`config.mk`:
```
export PLATFORM = sky130hd
export DESIGN_NAME = sprite_blitter
export DESIGN_NICKNAME = d
export VERILOG_FILES = /design/src/rtl/sprite_blitter.sv
export SDC_FILE = /design/constraint.sdc
export NUM_CORES = 1
export LEC_CHECK = 0
export CAP_MARGIN = 0
export CORE_ASPECT_RATIO = 2
export CORE_MARGIN = 5
export CORE_UTILIZATION = 45
export DETAILED_ROUTE_END_ITERATION = 10
export REMOVE_ABC_BUFFERS = 1
export SLEW_MARGIN = 25
export SYNTH_ARGS = -nofsm -noshare
export SYNTH_HDL_FRONTEND = slang
export SYNTH_SLANG_ARGS = --single-unit
```
`constraint.sdc`:
```
create_clock -name clk -period 8.2 [get_ports clk]
set_input_delay 1.23 -clock clk [delete_from_list [all_inputs] [get_ports clk]]
set_output_delay 1.23 -clock clk [all_outputs]
set_load 0.005 [all_outputs]
```
`src/rtl/sprite_blitter.sv`:
```
// Parametrised SIZE x SIZE sprite blitter for the 8-bit TFT bus: erases the uncovered part of the old footprint, then draws the new one.
// Optional SPRITE_PINGPONG_EN: animation frames bounce 0..FRAMES-1..0 instead of wrapping.
module sprite_blitter #(
  parameter int unsigned SIZE      = 22,
  parameter int unsigned FRAMES    = 3,
  parameter int unsigned BPP_BYTES = 3,
  parameter int unsigned ANIM_DIV  = 4,
  parameter int unsigned RESET_X   = 5,
  parameter int unsigned RESET_Y   = 5,
  localparam int unsigned FW = (FRAMES > 1) ? $clog2(FRAMES) : 1,
  localparam int unsigned AW = (SIZE > 1) ? $clog2(SIZE * SIZE) : 1
) (
  input  logic          clk,
  input  logic          rst,
  input  logic          i_enable,
  input  logic          i_start,
  input  logic [8:0]    i_x,
  input  logic [8:0]    i_y,
  input  logic [1:0]    i_direction,
  input  logic [23:0]   i_fg_color,
  input  logic [23:0]   i_bg_color,
  output logic [FW-1:0] o_rom_frame,
  output logic [AW-1:0] o_rom_addr,
  input  logic          i_rom_bit,
  input  logic          i_tft_busy,
  output logic          o_tft_dc,
  output logic [7:0]    o_tft_data,
  output logic          o_tft_transmit,
  output logic          o_busy,
  output logic          o_done
);

  localparam int unsigned BW = (BPP_BYTES > 1) ? $clog2(BPP_BYTES) : 1;
  localparam int unsigned DW = (ANIM_DIV > 1) ? $clog2(ANIM_DIV) : 1;
  localparam logic [8:0] S9 = 9'(SIZE);
  localparam logic [8:0] S1 = 9'(SIZE - 1);

  localparam logic [2:0] S_IDLE  = 3'd0;
  localparam logic [2:0] S_CALC  = 3'd1;
  localparam logic [2:0] S_WIN   = 3'd2;
  localparam logic [2:0] S_FETCH = 3'd3;
  localparam logic [2:0] S_PIX   = 3'd4;
  localparam logic [2:0] S_FIN   = 3'd5;

  logic [2:0]    r_state, w_nxt_state;
  logic [8:0]    r_x, r_y, r_ox, r_oy;
  logic [8:0]    r_xmin, r_xmax, r_ymin, r_ymax, r_c, r_r;
  logic [1:0]    r_dir;
  logic [23:0]   r_fg, r_bg;
  logic          r_phase;
  logic [3:0]    r_widx;
  logic [BW-1:0] r_bidx;
  logic [FW-1:0] r_frame;
  logic [DW-1:0] r_dcnt;
  logic          r_tft_dc, r_tft_transmit, r_busy, r_done;
  logic [7:0]    r_tft_data;
  logic [AW-1:0] r_rom_addr;
`ifdef SPRITE_PINGPONG_EN
  logic          r_fdir;
`endif

  logic          w_ready, w_col_end, w_row_end, w_last_byte, w_win_last, w_pix_done;
  logic [8:0]    w_dx, w_dy, w_xmin, w_xmax, w_ymin, w_ymax;
  logic          w_to_draw, w_xstripe, w_ystripe;
  logic [8:0]    w_nc, w_nr, w_sc, w_sr;
  logic [AW-1:0] w_addr;
  logic [7:0]    w_win_byte, w_pix_byte;
  logic [23:0]   w_color;

  assign w_ready     = i_enable && !i_tft_busy && !r_tft_transmit;
  assign w_col_end   = (r_xmin + r_c) == r_xmax;
  assign w_row_end   = (r_ymin + r_r) == r_ymax;
  assign w_pix_done  = w_col_end && w_row_end;
  assign w_last_byte = r_bidx == BW'(BPP_BYTES - 1);
  assign w_win_last  = r_widx == 4'd10;

  assign w_dx      = (r_x > r_ox) ? r_x - r_ox : r_ox - r_x;
  assign w_dy      = (r_y > r_oy) ? r_y - r_oy : r_oy - r_y;
  assign w_xstripe = (r_y == r_oy) && (w_dx != 9'd0) && (w_dx < S9);
  assign w_ystripe = (r_x == r_ox) && (w_dy != 9'd0) && (w_dy < S9);

  // Phase rectangle: only the strip of the old box the new box leaves uncovered.
  always_comb begin
    w_xmin    = r_x;
    w_xmax    = r_x + S1;
    w_ymin    = r_y;
    w_ymax    = r_y + S1;
    w_to_draw = 1'b1;
    if (!r_phase && !((r_x == r_ox) && (r_y == r_oy))) begin
      w_to_draw = 1'b0;
      w_xmin    = r_ox;
      w_xmax    = r_ox + S1;
      w_ymin    = r_oy;
      w_ymax    = r_oy + S1;
      if (w_xstripe) begin
        w_xmin = (r_x > r_ox) ? r_ox : r_x + S9;
        w_xmax = (r_x > r_ox) ? r_x - 9'd1 : r_ox + S1;
      end else if (w_ystripe) begin
        w_ymin = (r_y > r_oy) ? r_oy : r_y + S9;
        w_ymax = (r_y > r_oy) ? r_y - 9'd1 : r_oy + S1;
      end
    end
  end

  // Next window pixel and its rotated ROM address.
  always_comb begin
    w_nc = 9'd0;
    w_nr = 9'd0;
    if (r_state == S_PIX) begin
      w_nc = w_col_end ? 9'd0 : r_c + 9'd1;
      w_nr = w_col_end ? r_r + 9'd1 : r_r;
    end
    case (r_dir)
      2'd1:    begin w_sc = w_nr;      w_sr = S1 - w_nc; end
      2'd2:    begin w_sc = S1 - w_nc; w_sr = w_nr;      end
      2'd3:    begin w_sc = S1 - w_nr; w_sr = w_nc;      end
      default: begin w_sc = w_nc;      w_sr = w_nr;      end
    endcase
    w_addr = AW'(32'(w_sr) * SIZE + 32'(w_sc));
  end

  always_comb begin
    case (r_widx)
      4'd0:    w_win_byte = 8'h2A;
      4'd1:    w_win_byte = {7'b0, r_xmin[8]};
      4'd2:    w_win_byte = r_xmin[7:0];
      4'd3:    w_win_byte = {7'b0, r_xmax[8]};
      4'd4:    w_win_byte = r_xmax[7:0];
      4'd5:    w_win_byte = 8'h2B;
      4'd6:    w_win_byte = {7'b0, r_ymin[8]};
      4'd7:    w_win_byte = r_ymin[7:0];
      4'd8:    w_win_byte = {7'b0, r_ymax[8]};
      4'd9:    w_win_byte = r_ymax[7:0];
      default: w_win_byte = 8'h2C;
    endcase
  end

  assign w_color    = (r_phase && i_rom_bit) ? r_fg : r_bg;
  assign w_pix_byte = 8'(w_color >> (32'd8 * (BPP_BYTES - 32'd1 - 32'(r_bidx))));

  always_ff @(posedge clk) begin
    if (!rst) r_state <= S_IDLE;
    else      r_state <= w_nxt_state;
  end

  always_comb begin
    w_nxt_state = r_state;
    if (i_enable) begin
      case (r_state)
        S_IDLE:  if (i_start) w_nxt_state = S_CALC;
        S_CALC:  w_nxt_state = S_WIN;
        S_WIN:   if (w_ready && w_win_last) w_nxt_state = r_phase ? S_FETCH : S_PIX;
        S_FETCH: w_nxt_state = S_PIX;
        S_PIX: begin
          if (w_ready && w_last_byte) begin
            if (w_pix_done) w_nxt_state = r_phase ? S_FIN : S_CALC;
            else            w_nxt_state = r_phase ? S_FETCH : S_PIX;
          end
        end
        S_FIN:   w_nxt_state = S_IDLE;
        default: w_nxt_state = S_IDLE;
      endcase
    end
  end

  always_ff @(posedge clk) begin
    if (!rst) begin
      r_x <= 9'd0;  r_y <= 9'd0;
      r_ox <= 9'(RESET_X);  r_oy <= 9'(RESET_Y);
      r_xmin <= 9'd0;  r_xmax <= 9'd0;  r_ymin <= 9'd0;  r_ymax <= 9'd0;
      r_c <= 9'd0;  r_r <= 9'd0;
      r_dir <= 2'd0;  r_fg <= 24'd0;  r_bg <= 24'd0;
      r_phase <= 1'b0;  r_widx <= 4'd0;  r_bidx <= '0;
      r_frame <= '0;  r_dcnt <= '0;
      r_tft_dc <= 1'b0;  r_tft_data <= 8'd0;  r_tft_transmit <= 1'b0;
      r_busy <= 1'b0;  r_done <= 1'b0;  r_rom_addr <= '0;
`ifdef SPRITE_PINGPONG_EN
      r_fdir <= 1'b0;
`endif
    end else if (!i_enable) begin
      r_tft_transmit <= 1'b0;
      r_done         <= 1'b0;
    end else begin
      r_tft_transmit <= 1'b0;
      r_done         <= 1'b0;
      case (r_state)
        S_IDLE: begin
          if (i_start) begin
            r_x <= i_x;  r_y <= i_y;  r_dir <= i_direction;
            r_fg <= i_fg_color;  r_bg <= i_bg_color;
            r_busy <= 1'b1;  r_phase <= 1'b0;
          end
        end
        S_CALC: begin
          r_xmin <= w_xmin;  r_xmax <= w_xmax;  r_ymin <= w_ymin;  r_ymax <= w_ymax;
          r_phase <= r_phase | w_to_draw;
          r_widx <= 4'd0;  r_bidx <= '0;  r_c <= 9'd0;  r_r <= 9'd0;
        end
        S_WIN: begin
          if (w_ready) begin
            r_tft_transmit <= 1'b1;
            r_tft_dc       <= !((r_widx == 4'd0) || (r_widx == 4'd5) || (r_widx == 4'd10));
            r_tft_data     <= w_win_byte;
            r_widx         <= r_widx + 4'd1;
            if (w_win_last && r_phase) r_rom_addr <= w_addr;
          end
        end
        S_PIX: begin
          if (w_ready) begin
            r_tft_transmit <= 1'b1;
            r_tft_dc       <= 1'b1;
            r_tft_data     <= w_pix_byte;
            if (w_last_byte) begin
              r_bidx <= '0;
              r_c    <= w_nc;
              r_r    <= w_nr;
              if (r_phase && !w_pix_done) r_rom_addr <= w_addr;
              if (!r_phase && w_pix_done) r_phase <= 1'b1;
            end else begin
              r_bidx <= r_bidx + BW'(1);
            end
          end
        end
        S_FIN: begin
          r_ox <= r_x;  r_oy <= r_y;
          r_busy <= 1'b0;  r_done <= 1'b1;
          if (r_dcnt == DW'(ANIM_DIV - 1)) begin
            r_dcnt <= '0;
`ifdef SPRITE_PINGPONG_EN
            if (FRAMES > 1) begin
              if (!r_fdir) begin
                if (r_frame == FW'(FRAMES - 1)) begin
                  r_frame <= r_frame - FW'(1);  r_fdir <= 1'b1;
                end else r_frame <= r_frame + FW'(1);
              end else begin
                if (r_frame == '0) begin
                  r_frame <= r_frame + FW'(1);  r_fdir <= 1'b0;
                end else r_frame <= r_frame - FW'(1);
              end
            end
`else
            r_frame <= (r_frame == FW'(FRAMES - 1)) ? '0 : r_frame + FW'(1);
`endif
          end else begin
            r_dcnt <= r_dcnt + DW'(1);
          end
        end
        default: ;
      endcase
    end
  end

  assign o_rom_frame    = r_frame;
  assign o_rom_addr     = r_rom_addr;
  assign o_tft_dc       = r_tft_dc;
  assign o_tft_data     = r_tft_data;
  assign o_tft_transmit = r_tft_transmit;
  assign o_busy         = r_busy;
  assign o_done         = r_done;

endmodule

```
==> results of run 1 <==
report_power, final:
group	internal, mW	switching [mW]
Combinational	0.164	0.215
Sequential	0.872	0.0261
Clock	0.434	0.398
registers in the layout, indices dropped and copies added (netlist names), 2 cells and up:
signal       flops
r_bg            24
r_bidx           2
r_ox             9
r_x              9
r_r              9
o_tft_data       8
r_c              9
r_xmin           9
o_rom_frame      2
r_ymin           9
r_dcnt           2
r_ymax           9
r_oy             9
r_fg            24
r_dir            2
o_rom_addr       9
r_y              9
r_state          3
r_widx           4
r_xmax           9
cells in the final DEF, fill, tap and decap left out, types with 6 or more instances in the layout:
| cell type | instances |
|---|---|
| sky130_fd_sc_hd__a211oi_1 | 17 |
| sky130_fd_sc_hd__a21boi_0 | 90 |
| sky130_fd_sc_hd__a21o_1 | 22 |
| sky130_fd_sc_hd__a21oi_1 | 110 |
| sky130_fd_sc_hd__a22oi_1 | 16 |
| sky130_fd_sc_hd__a31oi_1 | 15 |
| sky130_fd_sc_hd__and2_1 | 19 |
| sky130_fd_sc_hd__and3_1 | 16 |
| sky130_fd_sc_hd__buf_4 | 20 |
| sky130_fd_sc_hd__clkbuf_16 | 17 |
| sky130_fd_sc_hd__clkdlybuf4s50_1 | 95 |
| sky130_fd_sc_hd__dfxtp_1 | 175 |
| sky130_fd_sc_hd__fa_1 | 11 |
| sky130_fd_sc_hd__ha_1 | 97 |
| sky130_fd_sc_hd__inv_1 | 82 |
| sky130_fd_sc_hd__mux2_2 | 10 |
| sky130_fd_sc_hd__mux2i_1 | 37 |
| sky130_fd_sc_hd__mux4_2 | 9 |
| sky130_fd_sc_hd__nand2_1 | 292 |
| sky130_fd_sc_hd__nand2b_1 | 9 |
| sky130_fd_sc_hd__nand3_1 | 42 |
| sky130_fd_sc_hd__nand4_1 | 12 |
| sky130_fd_sc_hd__nor2_1 | 100 |
| sky130_fd_sc_hd__nor2b_1 | 43 |
| sky130_fd_sc_hd__nor3_1 | 44 |
| sky130_fd_sc_hd__nor4_1 | 7 |
| sky130_fd_sc_hd__o211a_1 | 11 |
| sky130_fd_sc_hd__o211ai_1 | 11 |
| sky130_fd_sc_hd__o21a_1 | 17 |
| sky130_fd_sc_hd__o21ai_0 | 107 |
| sky130_fd_sc_hd__o21bai_1 | 10 |
| sky130_fd_sc_hd__o22ai_1 | 8 |
| sky130_fd_sc_hd__or2_2 | 6 |
| sky130_fd_sc_hd__or3_1 | 10 |
| sky130_fd_sc_hd__xnor2_1 | 81 |
| sky130_fd_sc_hd__xor2_1 | 30 |
routing by layer:
metal | part of all wire | up-vias | wire (um) | global-route usage
li1 | - | 6284 | - | -
met1 | 0.35 | 5911 | 14740 | 0.2371
met2 | 0.55 | 275 | 23050 | 0.4680
met3 | 0.024 | 133 | 993 | 0.03099
met4 | 0.072 | 0 | 2990 | 0.1622
met5 | 0 | - | 0 | 0
logic make-up after synthesis:
family,Yosys count
AO/OA/AOI/OAI,501
XOR/XNOR,114
adder cells (fa/ha/maj),108
buffers and inverters,204
flip-flops,175
multiplexers,56
AND/OR/NAND/NOR,630
per-stage QoR:
step	cell area [um^2]	hold WS, ns	std cells	utilization
6_report	15410	0.4637	2186	0.5124
3_5_place_dp	14810	0.4557	2155	0.4925
4_1_cts	15400	0.4668	2186	0.5124
5_1_grt	15410	0.4887	2186	0.5124
2_1_floorplan	13230	0.4399	1672	-
3_3_place_gp	14810	0.4497	2155	0.4925
worst max-delay path by stage:
stage / from / to / slack, ns
after detailed placement: r_c[0] / o_rom_addr[8] / 1.17
after CTS: r_c[0] / o_rom_addr[8] / 1.13
after floorplan: r_c[0] / o_rom_addr[8] / 1.26
after global placement: r_c[0] / o_rom_addr[8] / 1.27
after global routing: r_c[0] / o_rom_addr[8] / 0.56
final: r_c[0] / o_rom_addr[8] / 1.15
final cells by class:
class	instances	share of cell area
inverter	88	0.02144
clock buffer	17	0.02761
tap	368	0.02988
multi-input combinational	1409	0.6110
clock inverter	14	0.01121
sequential	175	0.2274
timing repair buffer	115	0.07146
critical path: cells and delay by family (launching register included):
family                     cells  cell delay (ns)
adders and majority gates      7             2.31
AOI/OAI and AO/OA              9             2.05
xor gates and xnor gates       6             0.98
and+or+nand+nor                6             0.78
DFF                            1             0.41
buffers and inverters          4             0.38
==> metrics.txt, run 1 <==
# TYPE chip_impl_metric gauge
chip_impl_metric{name="cts.hold.buffers_added",unit=""} 0
chip_impl_metric{name="insertion_delay",unit="ns"} 0.46
chip_impl_metric{name="regArea",unit="um^2"} 3503
chip_impl_metric{name="route.antenna.remaining_nets",unit=""} 0
chip_impl_metric{name="grt_antenna_before_repair",unit=""} 0
chip_impl_metric{name="timing.slew.headroom",unit=""} 0.3792
chip_impl_info{name="status",value="completed"} 1
chip_impl_metric{name="multi_input_area",unit="um^2"} 9414
chip_impl_metric{name="power.static_leakage",unit="nW"} 6.121
chip_impl_info{name="synth.largest_area_cell",value="sky130_fd_sc_hd__dfxtp_1"} 1
chip_impl_metric{name="place_worst_setup_slack",unit="ns"} 1.168
chip_impl_metric{name="max-clock-path-buffers",unit=""} 2
chip_impl_info{name="timing.critical_path.to_type",value="flip-flop"} 1
chip_impl_metric{name="ios",unit=""} 97
chip_impl_info{name="start_point_of_the_worst_min_delay_path",value="r_bg[22]"} 1
chip_impl_info{name="critPathSlowestCell",value="sky130_fd_sc_hd__fa_1"} 1
chip_impl_metric{name="design_power_total",unit="mW"} 2.109
chip_impl_metric{name="timing.hold.worst_path_depth",unit=""} 2
chip_impl_metric{name="cellPowerDensity",unit="nW/um^2"} 136.9
chip_impl_metric{name="synth_simple_gate_area_frac",unit=""} 0.2136
chip_impl_metric{name="grt_pass1_vias",unit=""} 12680
chip_impl_metric{name="timing.critical_path.slowest_cell_delay",unit="ns"} 0.52
chip_impl_metric{name="antenna_cells",unit=""} 0
chip_impl_info{name="yosys.cell_count.top_type",value="sky130_fd_sc_hd__nand2_1"} 1
chip_impl_info{name="timing.rr.start",value="r_c[0]"} 1
chip_impl_metric{name="floorplan.initialDensity",unit=""} 0.4553
chip_impl_metric{name="final_net_count",unit=""} 1988
chip_impl_metric{name="place.detailed.hpwl",unit="um"} 32660
chip_impl_metric{name="io_buffer_count",unit=""} 96
chip_impl_metric{name="fmax",unit="MHz"} 141.8
chip_impl_metric{name="grt_start_max_net_pins",unit=""} 103
chip_impl_metric{name="rows",unit=""} 90
chip_impl_metric{name="hold_viol_final",unit=""} 0
chip_impl_metric{name="critPathRequiredTime",unit="ns"} 8.54
chip_impl_metric{name="syn_avg_cell_area",unit="um^2"} 7.657
chip_impl_metric{name="htreeDepth",unit=""} 4
chip_impl_metric{name="yosysSeqAreaShare",unit=""} 0.2559
chip_impl_metric{name="gp_congestion",unit=""} 0.9516
chip_impl_metric{name="layout-drive-gt1-share",unit=""} 0.05556
chip_impl_metric{name="adder_cell_share_of_the_synthesized_area",unit=""} 0.1047
chip_impl_metric{name="route.detailed.wl_per_inst",unit="um"} 19.11
chip_impl_metric{name="globalRoute.totalOverflow",unit=""} 0
chip_impl_metric{name="max_cap_viol_count",unit=""} 0
chip_impl_metric{name="synth.area.mux_share",unit=""} 0.05008
chip_impl_info{name="cts_root_buffer",value="sky130_fd_sc_hd__clkbuf_16"} 1
chip_impl_metric{name="async_set_or_reset_flop_fraction_in_the_synthesized_netlist",unit=""} 0
chip_impl_metric{name="global_route.usage.total",unit=""} 0.2436
chip_impl_info{name="tritoncts",value="yes"} 1
chip_impl_metric{name="totalNegativeSetupSlack",unit="ns"} 0
chip_impl_metric{name="worst_ep_arrival_time",unit="ns"} 7.39
chip_impl_metric{name="dieWidth",unit="um"} 133.3
chip_impl_metric{name="drcViolationCount",unit=""} 0
chip_impl_metric{name="fin_skew",unit="ns"} 0.01325
chip_impl_metric{name="path_clk_slew",unit="ns"} 0.07
chip_impl_metric{name="cts.sink_count",unit=""} 175
chip_impl_metric{name="drt-total-wl",unit="um"} 41780
chip_impl_info{name="synth.top_cells.by_count",value="292 x sky130_fd_sc_hd__nand2_1, 175 x sky130_fd_sc_hd__dfxtp_1, 111 x sky130_fd_sc_hd__a21oi_1"} 1
chip_impl_metric{name="transition_at_the_pin_with_the_smallest_max_transition_slack",unit="ns"} 0.9312
chip_impl_metric{name="synth-compound-area-share",unit=""} 0.2422
chip_impl_metric{name="worst-r2r-cell-count",unit=""} 32
chip_impl_metric{name="synth_enable_flop_cells",unit=""} 0
chip_impl_metric{name="drt_first_pass_iters",unit=""} 5
chip_impl_metric{name="die_height",unit="um"} 256.7
chip_impl_metric{name="cts-buffers-inserted",unit=""} 17
chip_impl_metric{name="synth-seq-cells",unit=""} 175
chip_impl_metric{name="vias",unit=""} 12600
chip_impl_metric{name="synthXorXnorAreaFrac",unit=""} 0.07549
chip_impl_metric{name="syn_area",unit="um^2"} 13690
chip_impl_metric{name="cts_repair_resize_count",unit=""} 0
chip_impl_metric{name="yosys_warnings",unit=""} 0
chip_impl_metric{name="final.min_clock_period",unit="ns"} 7.050
chip_impl_info{name="start_kind",value="flip-flop"} 1
chip_impl_metric{name="drt_first_iter_violations",unit=""} 685
chip_impl_metric{name="vias_per_cell",unit=""} 5.765
chip_impl_info{name="grt_setup_unrepaired",value="no"} 1
chip_impl_info{name="worst-setup-path-type",value="flip-flop to flip-flop"} 1
chip_impl_metric{name="fill_cells",unit=""} 2953
chip_impl_metric{name="core_region_area",unit="um^2"} 30070
chip_impl_metric{name="final-max-slew-violation-count",unit=""} 0
chip_impl_info{name="dominant_combinational_cell_family_by_area_after_synthesis",value="compound AO/OA/AOI/OAI gates"} 1
chip_impl_info{name="dominantRegCellSynth",value="sky130_fd_sc_hd__dfxtp_1"} 1
chip_impl_metric{name="dieArea",unit="um^2"} 34220
chip_impl_metric{name="cts.repair_timing.setup_buffer_count",unit=""} 0
chip_impl_info{name="synth.area.top_cells",value="sky130_fd_sc_hd__dfxtp_1 26%, sky130_fd_sc_hd__ha_1 8.9%, sky130_fd_sc_hd__nand2_1 8.0%"} 1
chip_impl_metric{name="grt_first_pass_wirelength",unit="um"} 66730
chip_impl_metric{name="timing.final.crit_share",unit=""} 0.8598
chip_impl_metric{name="synthesis.instances",unit=""} 1788
chip_impl_metric{name="r2r_setup_slack",unit="ns"} 1.15
chip_impl_metric{name="post-synth-top-area-fraction",unit=""} 0.2559
chip_impl_info{name="crit-reg2reg-capture",value="o_rom_addr[8]"} 1
chip_impl_info{name="whs_endpoint",value="r_bg[22]"} 1
chip_impl_metric{name="worst_ir_drop_vdd",unit="uV"} 152.2
chip_impl_metric{name="areaGrowthSynthToFinish",unit="%"} 12.54
chip_impl_info{name="timing.hold.worst.class",value="flip-flop to flip-flop"} 1
chip_impl_metric{name="critical_path_peak_fanout",unit=""} 13
chip_impl_metric{name="setup_violations_final",unit=""} 0
chip_impl_metric{name="synth_cell_types",unit=""} 84
chip_impl_metric{name="timing.final.ws_setup",unit="ns"} 1.150
(Power assumes the default switching activity.)
==> inputs of run 2 (changes only) <==
- CORE_MARGIN: 5 -> 2
- DONT_BUFFER_PORTS: default -> 1
==> run 2 against run 1 <==
  * Cell area shrank 6.4%
  * First-iteration DRC count down 1.8%
  * Wire length fell by 2.1%
  * Clock power shrank 2%
  * Non-clock buffer count down 96
  * Critical path depth shrank 2
==> metrics.txt, run 2 (same netlist as run 1, synthesis figures left out) <==
# TYPE chip_impl_metric gauge
chip_impl_info{name="status",value="completed"} 1
chip_impl_metric{name="cts.hold.buffers_added",unit=""} 0
chip_impl_metric{name="grt_first_pass_wirelength",unit="um"} 64730
chip_impl_metric{name="cts.sink_count",unit=""} 175
chip_impl_metric{name="rows",unit=""} 90
chip_impl_metric{name="globalRoute.totalOverflow",unit=""} 0
chip_impl_metric{name="ios",unit=""} 97
chip_impl_metric{name="dieWidth",unit="um"} 127.3
chip_impl_metric{name="route.detailed.wl_per_inst",unit="um"} 19.56
chip_impl_metric{name="seqPwrFrac",unit=""} 0.441
chip_impl_metric{name="grt_pass1_vias",unit=""} 12360
chip_impl_metric{name="htreeDepth",unit=""} 4
chip_impl_metric{name="worst-r2r-cell-count",unit=""} 30
chip_impl_metric{name="fmax",unit="MHz"} 141.9
chip_impl_metric{name="max_cap_viol_count",unit=""} 0
chip_impl_info{name="top_regs",value="r_bg: 24 flops, r_fg: 24 flops"} 1
chip_impl_metric{name="timing.critical_path.slowest_cell_delay",unit="ns"} 0.53
chip_impl_metric{name="worst_ir_drop_vdd",unit="uV"} 158.3
chip_impl_info{name="start_kind",value="flip-flop"} 1
chip_impl_metric{name="combPwrFrac",unit=""} 0.161
chip_impl_metric{name="cellPowerDensity",unit="nW/um^2"} 141.4
chip_impl_metric{name="power.static_leakage",unit="nW"} 5.744
chip_impl_metric{name="drt_first_pass_iters",unit=""} 6
chip_impl_metric{name="totalNegativeSetupSlack",unit="ns"} 0
chip_impl_metric{name="drcViolationCount",unit=""} 0
chip_impl_metric{name="netSwitchingFraction",unit=""} 0.3098
chip_impl_metric{name="dieArea",unit="um^2"} 31920
chip_impl_metric{name="final_net_count",unit=""} 1892
chip_impl_metric{name="grt_antenna_before_repair",unit=""} 0
chip_impl_metric{name="setup_violations_final",unit=""} 0
chip_impl_metric{name="fin_skew",unit="ns"} 0.01243
chip_impl_metric{name="final.min_clock_period",unit="ns"} 7.045
chip_impl_metric{name="critical_path_peak_fanout",unit=""} 18
chip_impl_metric{name="vias_per_cell",unit=""} 5.903
chip_impl_info{name="cpLargestDelayFamily",value="compound AO/OA/AOI/OAI gates"} 1
chip_impl_info{name="worst-setup-path-type",value="flip-flop to flip-flop"} 1
chip_impl_metric{name="core_region_area",unit="um^2"} 30070
chip_impl_metric{name="path_buf_inv",unit=""} 4
chip_impl_metric{name="hold_viol_final",unit=""} 0
chip_impl_metric{name="switching_power",unit="mW"} 0.6317
chip_impl_metric{name="layout-drive-gt1-share",unit=""} 0.05749
chip_impl_info{name="layout.cells.most_common",value="sky130_fd_sc_hd__nand2_1"} 1
chip_impl_metric{name="place.detailed.hpwl",unit="um"} 31550
chip_impl_metric{name="timing.slew.headroom",unit=""} 0.3406
chip_impl_metric{name="finalNonFillerCells",unit=""} 2090
chip_impl_metric{name="critPathRequiredTime",unit="ns"} 8.54
chip_impl_metric{name="transition_at_the_pin_with_the_smallest_max_transition_slack",unit="ns"} 0.9855
chip_impl_metric{name="vias",unit=""} 12340
chip_impl_info{name="timing.hold.worst.class",value="flip-flop to flip-flop"} 1
chip_impl_metric{name="share_of_total_power_in_the_clock_network",unit=""} 0.398
chip_impl_info{name="tritoncts",value="yes"} 1
chip_impl_metric{name="path_clk_slew",unit="ns"} 0.08
chip_impl_metric{name="floorplan.initialDensity",unit=""} 0.4553
chip_impl_metric{name="cp_num_cells",unit=""} 30
chip_impl_info{name="critPathSlowestCell",value="sky130_fd_sc_hd__fa_1"} 1
chip_impl_info{name="final_cell_mix",value="292 x sky130_fd_sc_hd__nand2_1, 175 x sky130_fd_sc_hd__dfxtp_1, 110 x sky130_fd_sc_hd__a21oi_1"} 1
chip_impl_metric{name="worst_ep_arrival_time",unit="ns"} 7.39
chip_impl_metric{name="final-max-slew-violation-count",unit=""} 0
chip_impl_metric{name="route.antenna.remaining_nets",unit=""} 0
chip_impl_metric{name="areaGrowthSynthToFinish",unit="%"} 5.374
chip_impl_metric{name="gp_congestion",unit=""} 0.9286
chip_impl_metric{name="drt_first_iter_violations",unit=""} 673
chip_impl_metric{name="drt-total-wl",unit="um"} 40880
chip_impl_metric{name="cts-buffers-inserted",unit=""} 17
chip_impl_metric{name="cts_repair_resize_count",unit=""} 0
chip_impl_metric{name="timing.final.crit_share",unit=""} 0.8592
chip_impl_info{name="timing.critical_path.to_type",value="flip-flop"} 1
chip_impl_metric{name="insertion_delay",unit="ns"} 0.46
chip_impl_metric{name="grt_start_max_net_pins",unit=""} 163
chip_impl_metric{name="die_height",unit="um"} 250.7
chip_impl_metric{name="antenna_cells",unit=""} 0
chip_impl_metric{name="io_buffer_count",unit=""} 0
chip_impl_metric{name="timing.hold.worst_path_depth",unit=""} 2
chip_impl_metric{name="global_route.usage.total",unit=""} 0.2570
chip_impl_metric{name="cts.repair_timing.setup_buffer_count",unit=""} 0
chip_impl_info{name="grt_setup_unrepaired",value="no"} 1
chip_impl_metric{name="internal-power",unit="mW"} 1.408
chip_impl_metric{name="total_instance_count_after_detailed_placement",unit=""} 2059
chip_impl_metric{name="max-clock-path-buffers",unit=""} 2
chip_impl_info{name="cts_root_buffer",value="sky130_fd_sc_hd__clkbuf_16"} 1
run 2: layer usage:
layer | global-route usage | part of all wire | vias up
li1 | - | - | 6096
met1 | 0.2479 | 0.35 | 5833
met2 | 0.5077 | 0.57 | 298
met3 | 0.03054 | 0.025 | 110
met4 | 0.1469 | 0.054 | 0
met5 | 0 | 0 | -
run 2: worst paths after layout:
path,from,to,slack [ns]
max,r_c[0],o_rom_addr[8],1.15
min,r_bg[16],r_bg[16],0.46
max reg2reg,r_c[0],o_rom_addr[8],1.15
min reg2reg,r_bg[16],r_bg[16],0.46
run 2: worst register-to-register path, delay by kind of cell (launching register included):
| family | cells | cell delay [ns] |
|---|---|---|
| AOI/OAI and AO/OA | 10 | 2.17 |
| DFF | 1 | 0.40 |
| and+or+nand+nor | 5 | 0.99 |
| xor gates and xnor gates | 5 | 0.85 |
| adders and majority gates | 6 | 2.08 |
| buffers and inverters | 4 | 0.47 |
run 2: cell type report:
type / count / area [um^2]
inverters: 88 / 330.3
flip-flops and latches: 175 / 3503
well taps: 368 / 460.4
clock buffers: 17 / 425.4
multi-input cells: 1409 / 9412
fillers: 3033 / 15640
clock inverters: 14 / 152.6
repair buffers: 19 / 142.6
run 2: power groups by stage:
stage	clock [mW]	sequential, mW	combinational, mW
3_3_place_gp	0	0.918	0.319
2_1_floorplan	0	0.911	0.245
6_report	0.812	0.899	0.328
4_1_cts	0.831	0.899	0.327
5_1_grt	0.865	0.902	0.363
3_5_place_dp	0	0.919	0.326
run 2: stage by stage:
step / power (mW) / setup slack (ns) / instance area, um^2 / hold slack (ns) / utilization
floorplan: 1.156 / 1.263 / 13230 / 0.4399 / -
global placement: 1.237 / 1.282 / 13850 / 0.4481 / 0.4606
detailed placement: 1.244 / 1.178 / 13850 / 0.4555 / 0.4606
CTS: 2.057 / 1.146 / 14430 / 0.4660 / 0.4798
global route: 2.130 / 0.7357 / 14430 / 0.4838 / 0.4798
finish: 2.039 / 1.155 / 14430 / 0.4636 / 0.4798
==> RTL change 1 (settings of run 1) <==
The parameter `FRAMES` goes from 3 to 2.
--- a/src/rtl/sprite_blitter.sv
+++ b/src/rtl/sprite_blitter.sv
@@ -2,7 +2,7 @@
 // Optional SPRITE_PINGPONG_EN: animation frames bounce 0..FRAMES-1..0 instead of wrapping.
 module sprite_blitter #(
   parameter int unsigned SIZE      = 22,
-  parameter int unsigned FRAMES    = 3,
+  parameter int unsigned FRAMES    = 2,
   parameter int unsigned BPP_BYTES = 3,
   parameter int unsigned ANIM_DIV  = 4,
   parameter int unsigned RESET_X   = 5,
Ports: changed (resized o_rom_frame); port bits go from 97 to 96. The function was not compared with the original's and may differ.
==> RTL change 1 against run 1 <==
Non-clock buffer count fell by 3. Design area fell by 0.19%. Worst setup slack got worse by 0.023 ns. Combinational power rose by 7.4%. Area after synthesis barely moved. Count of clock-buffer cells in the layout rose by 1. Synthesized cell count rose by 0.39%. Global-route usage fell by 0.19 points. Routed wire length barely moved. Sequential share of layout area fell by 0.088 points. Total power rose by 1.5%. Sequential cell count fell by 1. Critical path type unchanged. Largest cell class unchanged.
==> RTL change 1: results (changes against run 1) <==
| Metric | Value |
|---|---|
| Multi-In Gates | 1426 (+1.2%) |
| ClkCell Share | 3.865% (-0.017 points) |
| Unique cell type count in the Yosys netlist | 85 (+1.2%) |
| Hold path endpoint | r_fg[0] |
| Sequential share of the synthesized area | 25.46% (-0.13 points) |
| Synth Register Bits | 174 (-0.57%) |
| Non-clk bufs | 112 (-2.6%) |
| Seq/total area | 22.65% (-0.088 points) |
| Crit-path max cell delay | 0.53 ns |
| Largest net degree at the start of global routing | 115 (+12%) |
| Highest net fanout along the worst path | 20 (+7) |
| Total routed wirelength | 41.77 mm (about the same) |
| Vias/cell | 5.797 (+0.54%) |
| M3 GR Usage | 2.452% (-0.65 points) |
| Worst Hold Slack | 0.4621 ns (-0.001591 ns) |
| Synth Warn # | 0 (unchanged) |
| GR Util All Layers | 24.16% (-0.19 points) |
| First-pass GRT wire length | 66.19 mm (-0.81%) |
| Slowest cell on crit path | dfxtp_1 |
| Measured slew at the worst slew-check pin | 0.9952 ns (+0.06398 ns) |
| Antenna diodes | 0 (unchanged) |
| Non-clk invs | 77 (-13%) |
| VDD IR max | 0.1570 mV (+3.1%) |
| Layout cells sized above 1 | 4.887% (-0.67 points) |
| Delay-heaviest family, CP | adder cells |
| Clock buffers | 18 (+1) |
| Buffers on Ports | 95 (-1.0%) |
| Detail Placement HPWL | 32.38 mm (-0.83%) |
| Top cells by area, synth | dfxtp_1 (25%), ha_1 (9.0%), nand2_1 (8.8%) |
| Vias in the first global route | 12610 (-0.49%) |
| Drt first pass iters | 6 (+1) |
| Area of the multi-input gates | 9463 µm² (+0.52%) |
| Met3 WL post-DR | 942 µm (-5.1%) |
| WL met2 | 23.07 mm (about the same) |
| Fillers | 3044 (+3.1%) |
| Met1 usage | 24.91% (+1.2 points) |
| Reported leakage power | 6.098 nW (-0.37%) |
| Status | finished clean |
| DP Worst Slack | 1.143 ns (-0.02455 ns) |
| GP Congestion | 0.9336 (-1.9%) |
| NonClk Buf Share | 7.078% (-0.068 points) |
| Met2 usage | 46.75% (-0.057 points) |
| Synth top cells by count | nand2_1 (319), dfxtp_1 (174), a21oi_1 (114) |
| NumNets Final | 1990 (+0.10%) |
| Worst Hold Launch | r_fg[0] |
| Worst Reg-to-Reg Cells | 30 (-6.3%) |
| Clk_skew | 0.01366 ns (+0.0004011 ns) |
| DRT met1 WL | 15.53 mm (+5.4%) |
| Initial drt markers | 752 (+9.8%) |
RTL change 1: worst max path at each step:
stage | from | end | slack, ns | cells after the start
3_5_place_dp | r_c[0] | o_rom_addr[8] | 1.14 | 30
6_report | r_c[0] | o_rom_addr[8] | 1.13 | 30
3_3_place_gp | r_c[0] | o_rom_addr[8] | 1.30 | 29
5_1_grt | r_c[0] | o_rom_addr[8] | 0.58 | 30
2_1_floorplan | r_c[0] | o_rom_addr[8] | 0.89 | 29
4_1_cts | r_c[0] | o_rom_addr[8] | 1.11 | 30
RTL change 1: through the flow:
| stage | cell area [µm²] | util [%] | std cells | total power, W |
|---|---|---|---|---|
| after global placement | 14760 | 49.10 | 2156 | 0.001322 |
| after floorplan | 13190 | - | 1677 | 0.001182 |
| after CTS | 15360 | 51.07 | 2188 | 0.002160 |
| final | 15380 | 51.15 | 2189 | 0.002141 |
| after detailed placement | 14760 | 49.10 | 2156 | 0.001327 |
| after global routing | 15380 | 51.15 | 2189 | 0.002236 |
RTL change 1: worst register-to-register path, delay by kind of cell (launching register included):
family | cells | cell delay [ns]
AND/OR/NAND/NOR | 5 | 1.06
XOR/XNOR | 9 | 1.42
buffers and inverters | 2 | 0.33
AO/OA/AOI/OAI | 7 | 1.30
adder cells (fa/ha/maj) | 7 | 2.31
flip-flops | 1 | 0.53
RTL change 1: cell families after synthesis:
| family | after synthesis | synth area share (%) |
|---|---|---|
| adders and majority gates | 108 | 10.43 |
| AOI/OAI and AO/OA | 514 | 24.90 |
| muxes | 49 | 4.353 |
| DFF | 174 | 25.46 |
| buffers and inverters | 195 | 5.670 |
| xor gates and xnor gates | 128 | 8.195 |
| and+or+nand+nor | 627 | 20.99 |
RTL change 1: power by group:
group	switching, W	internal [W]
sequential	0.0000319	0.000870
clock	0.000398	0.000435
combinational	0.000229	0.000177
==> RTL change 2 (config.mk and constraints of run 1) <==
Without the edit above. Register the output `o_rom_addr` once more; this adds one clock of latency there. The other outputs are not delayed to match.
--- a/src/rtl/sprite_blitter.sv
+++ b/src/rtl/sprite_blitter.sv
@@ -251,7 +251,9 @@
   end
 
   assign o_rom_frame    = r_frame;
-  assign o_rom_addr     = r_rom_addr;
+  always_ff @(posedge clk) begin
+    o_rom_addr <= r_rom_addr;
+  end
   assign o_tft_dc       = r_tft_dc;
   assign o_tft_data     = r_tft_data;
   assign o_tft_transmit = r_tft_transmit;
Check against the original RTL: no difference found for any inputs over 4 cycles, from zero or initial values and one cycle with rst low; that may be too few to reach the edited logic, so the function may still have changed.
==> RTL change 2 against run 1 <==
Design area up 1.1%. Routed wire length up 4.9%. Total power up 21%. Sequential cell count up 9. Critical path depth down 2. First-iteration DRC count up 18%. Area after synthesis up 0.88%. Worst setup slack worse by 0.38 ns. Critical endpoint is now r_rom_addr[8].
==> RTL change 2: results (changes against run 1) <==
| Metric | Value |
|---|---|
| Clk_skew | 0.01387 ns (+0.0006151 ns) |
| Worst Reg-to-Reg Cells | 30 (-6.3%) |
| VDD IR max | 0.1522 mV (about the same) |
| Reported leakage power | 6.236 nW (+1.9%) |
| Initial drt markers | 809 (+18%) |
| Synth Warn # | 0 (unchanged) |
| DP Cell Count | 2203 (+2.2%) |
| Largest net degree at the start of global routing | 82 (-20%) |
| Highest net fanout along the worst path | 11 (-2) |
| Status | finished clean |
| Vias/cell | 5.892 (+2.2%) |
| Total routed wirelength | 43.83 mm (+4.9%) |
| Hold Path Depth | 0 (-2) |
| DP Worst Slack | 0.7739 ns (-0.3936 ns) |
| Vias in the first global route | 12670 (-0.032%) |
| Fillers | 3039 (+2.9%) |
| NumNets Final | 2036 (+2.4%) |
| Measured slew at the worst slew-check pin | 0.9858 ns (+0.05461 ns) |
| Slowest cell on crit path | dfxtp_1 |
| Layout cells sized above 1 | 5.249% (-0.31 points) |
| Routed len/inst | 19.61 µm (+2.6%) |
| Antenna diodes | 0 (unchanged) |
| Antenna violations before repair | 0 (unchanged) |
| Crit-path max cell delay | 0.58 ns (+0.06 ns) |
| First-pass GRT wire length | 68.14 mm (+2.1%) |
| Synth Area per Inst | 7.535 µm² (-1.6%) |
| Unique cell type count in the Yosys netlist | 95 (+13%) |
| FF-to-FF End | r_rom_addr[8] |
| GR Util All Layers | 24.96% (+0.61 points) |
| Top cells by area, synth | dfxtp_1 (27%), ha_1 (8.8%), nand2_1 (7.7%) |
| Worst Hold Slack | 0.3533 ns (-0.1104 ns) |
| Detail Placement HPWL | 34.19 mm (+4.7%) |
| Drt first pass iters | 6 (+1) |
| Hold path endpoint | o_rom_addr[1] |
| CP arrival | 7.80 ns (+0.41 ns) |
| Sequential share of the synthesized area | 26.67% (+1.1 points) |
| Worst Hold Launch | r_rom_addr[1] |
| Clock-pin slew on the worst setup and hold paths | 0.07 ns (about the same) |
| GP Congestion | 0.9152 (-3.8%) |
| Crit path from | r_c[0] |
| Synth top cells by count | nand2_1 (283), a21oi_1 (197), dfxtp_1 (184) |
RTL change 2: cell count changes in the layout (fill, tap and decap cells not counted), moves of 9 or more:
cell and delta:
dfxtp_1 +9, nor2_1 +57, a21boi_0 -84, a21o_1 +10, a21oi_1 +86, inv_1 +11, nor2b_1 -26, o21ai_0 -11
nand2_1 -9, o211a_1 -10
RTL change 2: layout make-up:
| type | count | share of cell area [%] |
|---|---|---|
| multi-input cells | 1441 | 60.00 |
| flip-flops and latches | 184 | 23.64 |
| repair buffers | 113 | 6.987 |
| well taps | 368 | 2.955 |
| clock buffers | 18 | 2.819 |
| inverters | 97 | 2.353 |
| clock inverters | 14 | 1.245 |
RTL change 2: worst max path at each step:
stage                               end  slack (ns)  cells after the start
after floorplan           r_rom_addr[8]        1.71                     29
after global placement    r_rom_addr[8]        0.91                     30
after detailed placement  r_rom_addr[8]        0.77                     30
after CTS                 r_rom_addr[8]        0.75                     30
after global routing      r_rom_addr[8]        0.30                     30
final                     r_rom_addr[8]        0.77                     30
RTL change 2: logic make-up after synthesis:
logic type / synth area share (%)
AOI/OAI and AO/OA: 24.31
xor gates and xnor gates: 6.759
adders and majority gates: 10.38
DFF: 26.67
buffers and inverters: 5.843
and+or+nand+nor: 21.44
muxes: 4.593
RTL change 2: worst max-delay path: cells and delay by family, from the launching register on:
family / cells / cell delay (ns)
AO/OA/AOI/OAI: 6 / 0.94
XOR/XNOR: 7 / 1.12
buffers and inverters: 3 / 0.26
adder cells (fa/ha/maj): 7 / 2.48
AND/OR/NAND/NOR: 7 / 1.94
flip-flops: 1 / 0.58
RTL change 2: per-layer routing:
layer / global-route usage (%) / routed length (µm) / up-vias
met5: 0 / 0 / -
met4: 15.25 / 2775 / 0
met3: 3.136 / 1459 / 132
met2: 48.89 / 24240 / 369
met1: 24.12 / 15360 / 6190
li1: - / - / 6477
RTL change 2: where the power goes:
| group | internal (W) | leakage (nW) | switching [W] |
|---|---|---|---|
| registers | 0.000933 | 1.49 | 0.0000538 |
| logic | 0.000272 | 4.44 | 0.000417 |
| clock network | 0.000452 | 0.309 | 0.000427 |
| total | 0.00166 | 6.24 | 0.000898 |
RTL change 2: per-stage QoR:
step | area (µm²) | total power (W)
4_1_cts | 15580 | 0.002575
2_1_floorplan | 13370 | 0.001458
6_report | 15580 | 0.002555
3_5_place_dp | 14950 | 0.001694
5_1_grt | 15580 | 0.002682
3_3_place_gp | 14950 | 0.001683
